--- src/rtl/dep_rule_conf_writer.sv ---
// dep_rule_conf_writer: serialises one rule record into the deparser rule-config write sequence, commit write last.
// Optional macro DEP_RULE_CONF_WRITE_GAP_EN inserts one idle cycle after every write for slow receivers.
module dep_rule_conf_writer #(
    parameter int TYPE_NUM          = 4,
    parameter int TYPE_WIDTH        = 16,
    parameter int TYPE_OFFSET_WIDTH = 8,
    parameter int KEY_FILED_NUM     = 8,
    parameter int KEY_OFFSET_WIDTH  = 5,
    parameter int HEAD_SHIFT_WIDTH  = 8,
    parameter int META_SHIFT_WIDTH  = 8,
    parameter int RULE_ID_WIDTH     = 6
) (
    input  logic                                          i_clk,
    input  logic                                          i_rst_n,
    input  logic                                          i_req_valid,
    output logic                                          o_req_ready,
    input  logic [RULE_ID_WIDTH-1:0]                      i_req_ruleId,
    input  logic                                          i_req_ruleValid,
    input  logic [TYPE_NUM*TYPE_WIDTH-1:0]                i_req_typeData,
    input  logic [TYPE_NUM*TYPE_WIDTH-1:0]                i_req_typeMask,
    input  logic [TYPE_NUM*TYPE_OFFSET_WIDTH-1:0]         i_req_typeOffset,
    input  logic [KEY_FILED_NUM*(KEY_OFFSET_WIDTH+1)-1:0] i_req_keyOffset,
    input  logic [KEY_FILED_NUM*KEY_OFFSET_WIDTH-1:0]     i_req_keyReplaceOffset,
    input  logic [HEAD_SHIFT_WIDTH-1:0]                   i_req_headShift,
    input  logic [META_SHIFT_WIDTH-1:0]                   i_req_metaShift,
    output logic                                          o_rule_wren,
    output logic [31:0]                                   o_rule_addr,
    output logic [31:0]                                   o_rule_wdata,
    output logic                                          o_done
);
    if (TYPE_NUM < 1 || TYPE_NUM > 16 || TYPE_WIDTH < 1 || TYPE_WIDTH > 16 ||
        TYPE_OFFSET_WIDTH < 1 || TYPE_OFFSET_WIDTH > 32 || KEY_FILED_NUM < 1 || KEY_FILED_NUM > 64 ||
        KEY_OFFSET_WIDTH < 1 || KEY_OFFSET_WIDTH > 8 || RULE_ID_WIDTH < 1 || RULE_ID_WIDTH > 6 ||
        HEAD_SHIFT_WIDTH < 1 || HEAD_SHIFT_WIDTH > 32 || META_SHIFT_WIDTH < 1 || META_SHIFT_WIDTH > 32) begin : g_bad_width
        $error("dep_rule_conf_writer: parameter width bound violated");
    end

    typedef enum logic [2:0] {S_IDLE, S_TYPE, S_TOFF, S_KEY, S_HEAD, S_META, S_COMMIT} state_t;
    state_t state, state_n;
    logic [5:0] idx;
    logic busy, step, last;

    logic [RULE_ID_WIDTH-1:0]                      rule_id_q;
    logic                                          rule_valid_q;
    logic [TYPE_NUM*TYPE_WIDTH-1:0]                type_data_q, type_mask_q;
    logic [TYPE_NUM*TYPE_OFFSET_WIDTH-1:0]         type_off_q;
    logic [KEY_FILED_NUM*(KEY_OFFSET_WIDTH+1)-1:0] key_off_q;
    logic [KEY_FILED_NUM*KEY_OFFSET_WIDTH-1:0]     key_repl_q;
    logic [HEAD_SHIFT_WIDTH-1:0]                   head_q;
    logic [META_SHIFT_WIDTH-1:0]                   meta_q;

    assign busy        = state != S_IDLE;
    assign o_req_ready = !busy;

`ifdef DEP_RULE_CONF_WRITE_GAP_EN
    // gap marks the idle cycle after a write; the commit write needs none since done follows it
    logic gap;
    always_ff @(posedge i_clk or negedge i_rst_n) begin
        if (!i_rst_n) gap <= 1'b0;
        else          gap <= busy && !gap && state != S_COMMIT;
    end
    assign step        = gap || state == S_COMMIT;
    assign o_rule_wren = busy && !gap;
`else
    assign step        = 1'b1;
    assign o_rule_wren = busy;
`endif

    assign last = (state == S_TYPE || state == S_TOFF) ? idx == 6'(TYPE_NUM - 1) :
                  state == S_KEY                      ? idx == 6'(KEY_FILED_NUM - 1) : 1'b1;

    always_ff @(posedge i_clk or negedge i_rst_n) begin
        if (!i_rst_n) state <= S_IDLE;
        else          state <= state_n;
    end

    always_comb begin
        state_n = state;
        if (state == S_IDLE)
            state_n = i_req_valid ? S_TYPE : S_IDLE;
        else if (step && last)
            state_n = state == S_COMMIT ? S_IDLE : state_t'(state + 3'd1);
    end

    always_ff @(posedge i_clk or negedge i_rst_n) begin
        if (!i_rst_n) begin
            idx          <= '0;
            o_done       <= 1'b0;
            rule_id_q    <= '0;
            rule_valid_q <= 1'b0;
            type_data_q  <= '0;
            type_mask_q  <= '0;
            type_off_q   <= '0;
            key_off_q    <= '0;
            key_repl_q   <= '0;
            head_q       <= '0;
            meta_q       <= '0;
        end else begin
            idx    <= state_n != state ? '0 : idx + 6'(busy && step);
            o_done <= state == S_COMMIT;
            if (i_req_valid && o_req_ready) begin
                rule_id_q    <= i_req_ruleId;
                rule_valid_q <= i_req_ruleValid;
                type_data_q  <= i_req_typeData;
                type_mask_q  <= i_req_typeMask;
                type_off_q   <= i_req_typeOffset;
                key_off_q    <= i_req_keyOffset;
                key_repl_q   <= i_req_keyReplaceOffset;
                head_q       <= i_req_headShift;
                meta_q       <= i_req_metaShift;
            end
        end
    end

    logic [TYPE_WIDTH-1:0]        td, tm;
    logic [TYPE_OFFSET_WIDTH-1:0] toff;
    logic                         kv;
    logic [KEY_OFFSET_WIDTH-1:0]  ko, kr;
    logic [2:0]                   code;

    always_comb begin
        td   = '0;
        tm   = '0;
        toff = '0;
        kv   = 1'b0;
        ko   = '0;
        kr   = '0;
        for (int i = 0; i < TYPE_NUM; i++)
            if (idx == 6'(i)) begin
                td   = type_data_q[i*TYPE_WIDTH +: TYPE_WIDTH];
                tm   = type_mask_q[i*TYPE_WIDTH +: TYPE_WIDTH];
                toff = type_off_q[i*TYPE_OFFSET_WIDTH +: TYPE_OFFSET_WIDTH];
            end
        for (int i = 0; i < KEY_FILED_NUM; i++)
            if (idx == 6'(i)) begin
                kv = key_off_q[i*(KEY_OFFSET_WIDTH+1) + KEY_OFFSET_WIDTH];
                ko = key_off_q[i*(KEY_OFFSET_WIDTH+1) +: KEY_OFFSET_WIDTH];
                kr = key_repl_q[i*KEY_OFFSET_WIDTH +: KEY_OFFSET_WIDTH];
            end
    end

    assign code = state == S_TYPE ? 3'd1 : state == S_TOFF ? 3'd2 : state == S_KEY ? 3'd3 :
                  state == S_HEAD ? 3'd4 : state == S_META ? 3'd5 : 3'd0;

    // addr/wdata decode straight from registered state, so they hold through gap cycles
    assign o_rule_addr  = !busy              ? '0 :
                          state == S_COMMIT  ? 32'(rule_id_q) : {21'd0, code, 2'd0, idx};
    assign o_rule_wdata = state == S_TYPE   ? {16'(td), 16'(tm)} :
                          state == S_TOFF   ? 32'(toff) :
                          state == S_KEY    ? {15'd0, kv, 8'(kr), 8'(ko)} :
                          state == S_HEAD   ? 32'(head_q) :
                          state == S_META   ? 32'(meta_q) :
                          state == S_COMMIT ? 32'(rule_valid_q) : '0;
endmodule
--- config.mk ---
export PLATFORM = sky130hd
export DESIGN_NAME = dep_rule_conf_writer
export DESIGN_NICKNAME = d
export VERILOG_FILES = /design/src/rtl/dep_rule_conf_writer.sv
export SDC_FILE = /design/constraint.sdc
export NUM_CORES = 1
export LEC_CHECK = 0
export CELL_PAD_IN_SITES_DETAIL_PLACEMENT = 1
export CELL_PAD_IN_SITES_GLOBAL_PLACEMENT = 2
export CORE_MARGIN = 1
export CORE_UTILIZATION = 26
export DETAILED_ROUTE_END_ITERATION = 6
export GPL_TIMING_DRIVEN = 0
export PLACE_DENSITY_LB_ADDON = 0.1
export SLEW_MARGIN = 20
export SYNTH_ARGS = -nofsm -noshare
export SYNTH_HDL_FRONTEND = slang
export SYNTH_SLANG_ARGS = --single-unit
export TNS_END_PERCENT = 1
--- constraint.sdc ---
create_clock -name i_clk -period 2.5 [get_ports i_clk]
set_input_delay 0.5 -clock i_clk [delete_from_list [all_inputs] [get_ports i_clk]]
set_output_delay 0.5 -clock i_clk [all_outputs]
set_load 0.005 [all_outputs]
==> results.toml <==
[outcome]
outcome = "complete, but fails checks"
violations = "negative setup slack"

[cells_and_area]
postLayoutCellArea_um2 = 20100
fillCellCount = 5854
syn2layout_area_growth_pct = 50.3
num-nets-final = 2233
layout_commonest_cell = "nand2_1"
layout_common_cells = "833 x nand2_1, 277 x dfrtp_1, 277 x clkdlybuf4s50_1, 79 x buf_2, 60 x buf_4"
post-route-util_pct = 39.8
drive_gt1_share_pct = 19.9

[synthesis]
synth_top_family_by_area = "simple AND/OR/NAND/NOR gates"
synthAdderAreaFrac_pct = 0.281
synth_edf_count = 0
syn_area_um2 = 13400
synth-compound-area-share_pct = 6.47
yosysWarnings = 0
yosys-top-cells-area = "dfrtp_1 53%, nand2_1 23%, mux4_2 6.6%, buf_2 2.5%, buf_4 1.6%"
syn_inst = 1525
synthSimpleGateAreaFrac_pct = 26.8
ys_types = 57
synthFlopType = "dfrtp_1"
synth_xor_area_share_pct = 0.384
yosys.area.top_type = "dfrtp_1"
synthArstFlopShare_pct = 100
avgSynthCellArea_um2 = 8.77
synth_seq_cells = 281
muxShareOfSynthArea_pct = 8.12
netlist.area_leader.share_pct = 52.6
ys_seq_area_share_pct = 52.6

[timing]
tightestPinTransition_ps = 696
setup_viol = 36
hold_violations = 0
max_freq_ghz = 0.337
finClkSkew_ps = 8.60
slew_headroom_pct = 53.6
rsz0062_at_grt = "true"
setup_slack_ps = -471
fin_crit_ps = 2970
fin_crit_sh_pct = 119
drv_slew = 0
holdWs_ps = 471

[run]
drv_cap = 0

[global_route]
grt.total_usage_pct = 21.7
grt_pass1_vias = 13200
grt_overflow = 0
grt_max_degree = 86
grt_pass1_wl_mm = 84.3
antenna_found_initial = 5

[cts]
clk_latency_ps = 540
cts_buffers = 36
root_buffer = "clkbuf_16"
clock-sinks = 281
clk_path_buf_depth = 3
clk_pin_slew_ps = 60
cts_tree = "built"
h-tree-depth = 2

[power]
p_leak_uw = 0.00968
power_density_nw_per_um2 = 1280
peakVddDrop_uv = 414
p_seq_share_pct = 30.8
intPower_uw = 15900
p_comb_share_pct = 46.8
p_switching_uw = 9740
clock_power_share_pct = 22.5
swShare_pct = 37.9

[placement]
gp_congestion = 0.789
placed_cell_area_um2 = 17600
dp_hpwl_mm = 41.6
numPortBuffers = 317
dpl_worst_slack_ps = -1560

[route]
vias_per_cell = 4.52
drc_errors = 0
route.antenna.remaining_nets = 0
dr.pass1.iters = 6
drt-total-wl_mm = 56.0
vias = 12000
drt-wirelength-per-cell_um = 21.1
drtIter0Drc = 590

[die]
row_count = 82
ios = 341
initial_core_util_pct = 26.5
die_h_um = 229
die_width_um = 229
die_area_um2 = 52300
fp.coreArea_um2 = 50500

[critical_path]
start_kind = "flop"
path_class = "reg -> out"
critical_path_arrival_ps = 2470
required_ps = 2000
rrSetupSlack_ps = 280
worstPathMaxFanout = 5
endpoint_kind = "output pin"

[hold_path]
hold_class = "reg -> reg"
## through the flow
step / TNS (ps) / std cells / total power [uW]
CTS: -12080 / 2654 / 25900
global route: -13480 / 2655 / 27500
detailed placement: -140580 / 2539 / 18100
finish: -10100 / 2655 / 25700
floorplan: 0 / 1547 / 13300
global placement: -3561840 / 2536 / 17900
## path summary, 6_finish.rpt
kind                                   end           start  depth (start not counted)
hold / removal              type_off_q[20]  type_off_q[20]                          2
max in group asynchronous   type_data_q[5]         i_rst_n                          4
min in group asynchronous     key_off_q[4]         i_rst_n                          2
hold reg to reg             type_off_q[20]  type_off_q[20]                          2
setup reg to reg            type_mask_q[8]        state[1]                          8
setup / recovery           o_rule_wdata[2]          idx[4]                          8
## state kept, by name, indices dropped and copies added (netlist names), 6 cells and up
signal	flops
key_off_q	48
type_off_q	32
type_mask_q	64
head_q	8
idx	6
type_data_q	64
meta_q	8
rule_id_q	6
key_repl_q	40
## per-layer routing
layer | vias to the layer above | wire length [um] | track usage, %
met5 | - | 45 | 0
met3 | 69 | 2590 | 3.44
met2 | 245 | 27100 | 36.1
met4 | 8 | 1100 | 5.60
li1 | 5724 | - | -
met1 | 5964 | 25100 | 29.1
## Yosys cell counts, types with 13 or more instances
cell and instances:
nor2_1 19, dfrtp_1 281, nand2_1 837, inv_1 14
a21oi_1 25, o22ai_1 15, mux2i_1 14, a22oi_1 13
nor2b_1 26, buf_4 28, buf_2 68, o21ai_0 39
mux4_2 39, clkbuf_1 22
## layout make-up
cell class | count | area (um^2) | share of cell area (%)
flip-flops and latches | 281 | 7040 | 35.0
inverters | 15 | 71.3 | 0.355
repair buffers | 373 | 3620 | 18.0
multi-input cells | 1130 | 6230 | 31.0
plain buffers | 119 | 993 | 4.94
clock buffers | 45 | 996 | 4.96
diodes | 1 | 2.50 | 0.0125
clock inverters | 19 | 303 | 1.51
well taps | 672 | 841 | 4.18
## cell families (layout without fill, tap and decap cells)
logic type | after synthesis | in the layout
simple gates | 909 | 909
other cells | 1 | 24
mux | 59 | 59
fa+ha+maj | 3 | 3
compound gates | 131 | 131
xor+xnor | 5 | 5
flops | 281 | 281
buf+inv | 136 | 571
## power by group through the flow
stage,clock network (uW),registers (uW),logic [uW]
2_1_floorplan,0,7430,5830
5_1_grt,6090,8150,13200
6_report,5770,7900,12000
3_5_place_dp,0,7930,10200
3_3_place_gp,0,7890,9990
4_1_cts,5930,7910,12100
## worst max-delay path: stages, from the launching register on
cell      delay, ps
dfrtp_1         370
buf_6           140
or4b_4          590
buf_6           150
buf_4           120
a211oi_2        140
a21oi_1          80
o22ai_2         190
buf_2           150
## what timing repair did
action	4_1_cts	5_1_grt
resized for setup	363	30
gates cloned	1	0
setup endpoints to repair	248	70
hold buffers	1	0
endpoints found under the hold margin	78	0
setup buffers	51	0
pin swaps	32	6
Note: power is estimated with default switching activity, not from simulation.
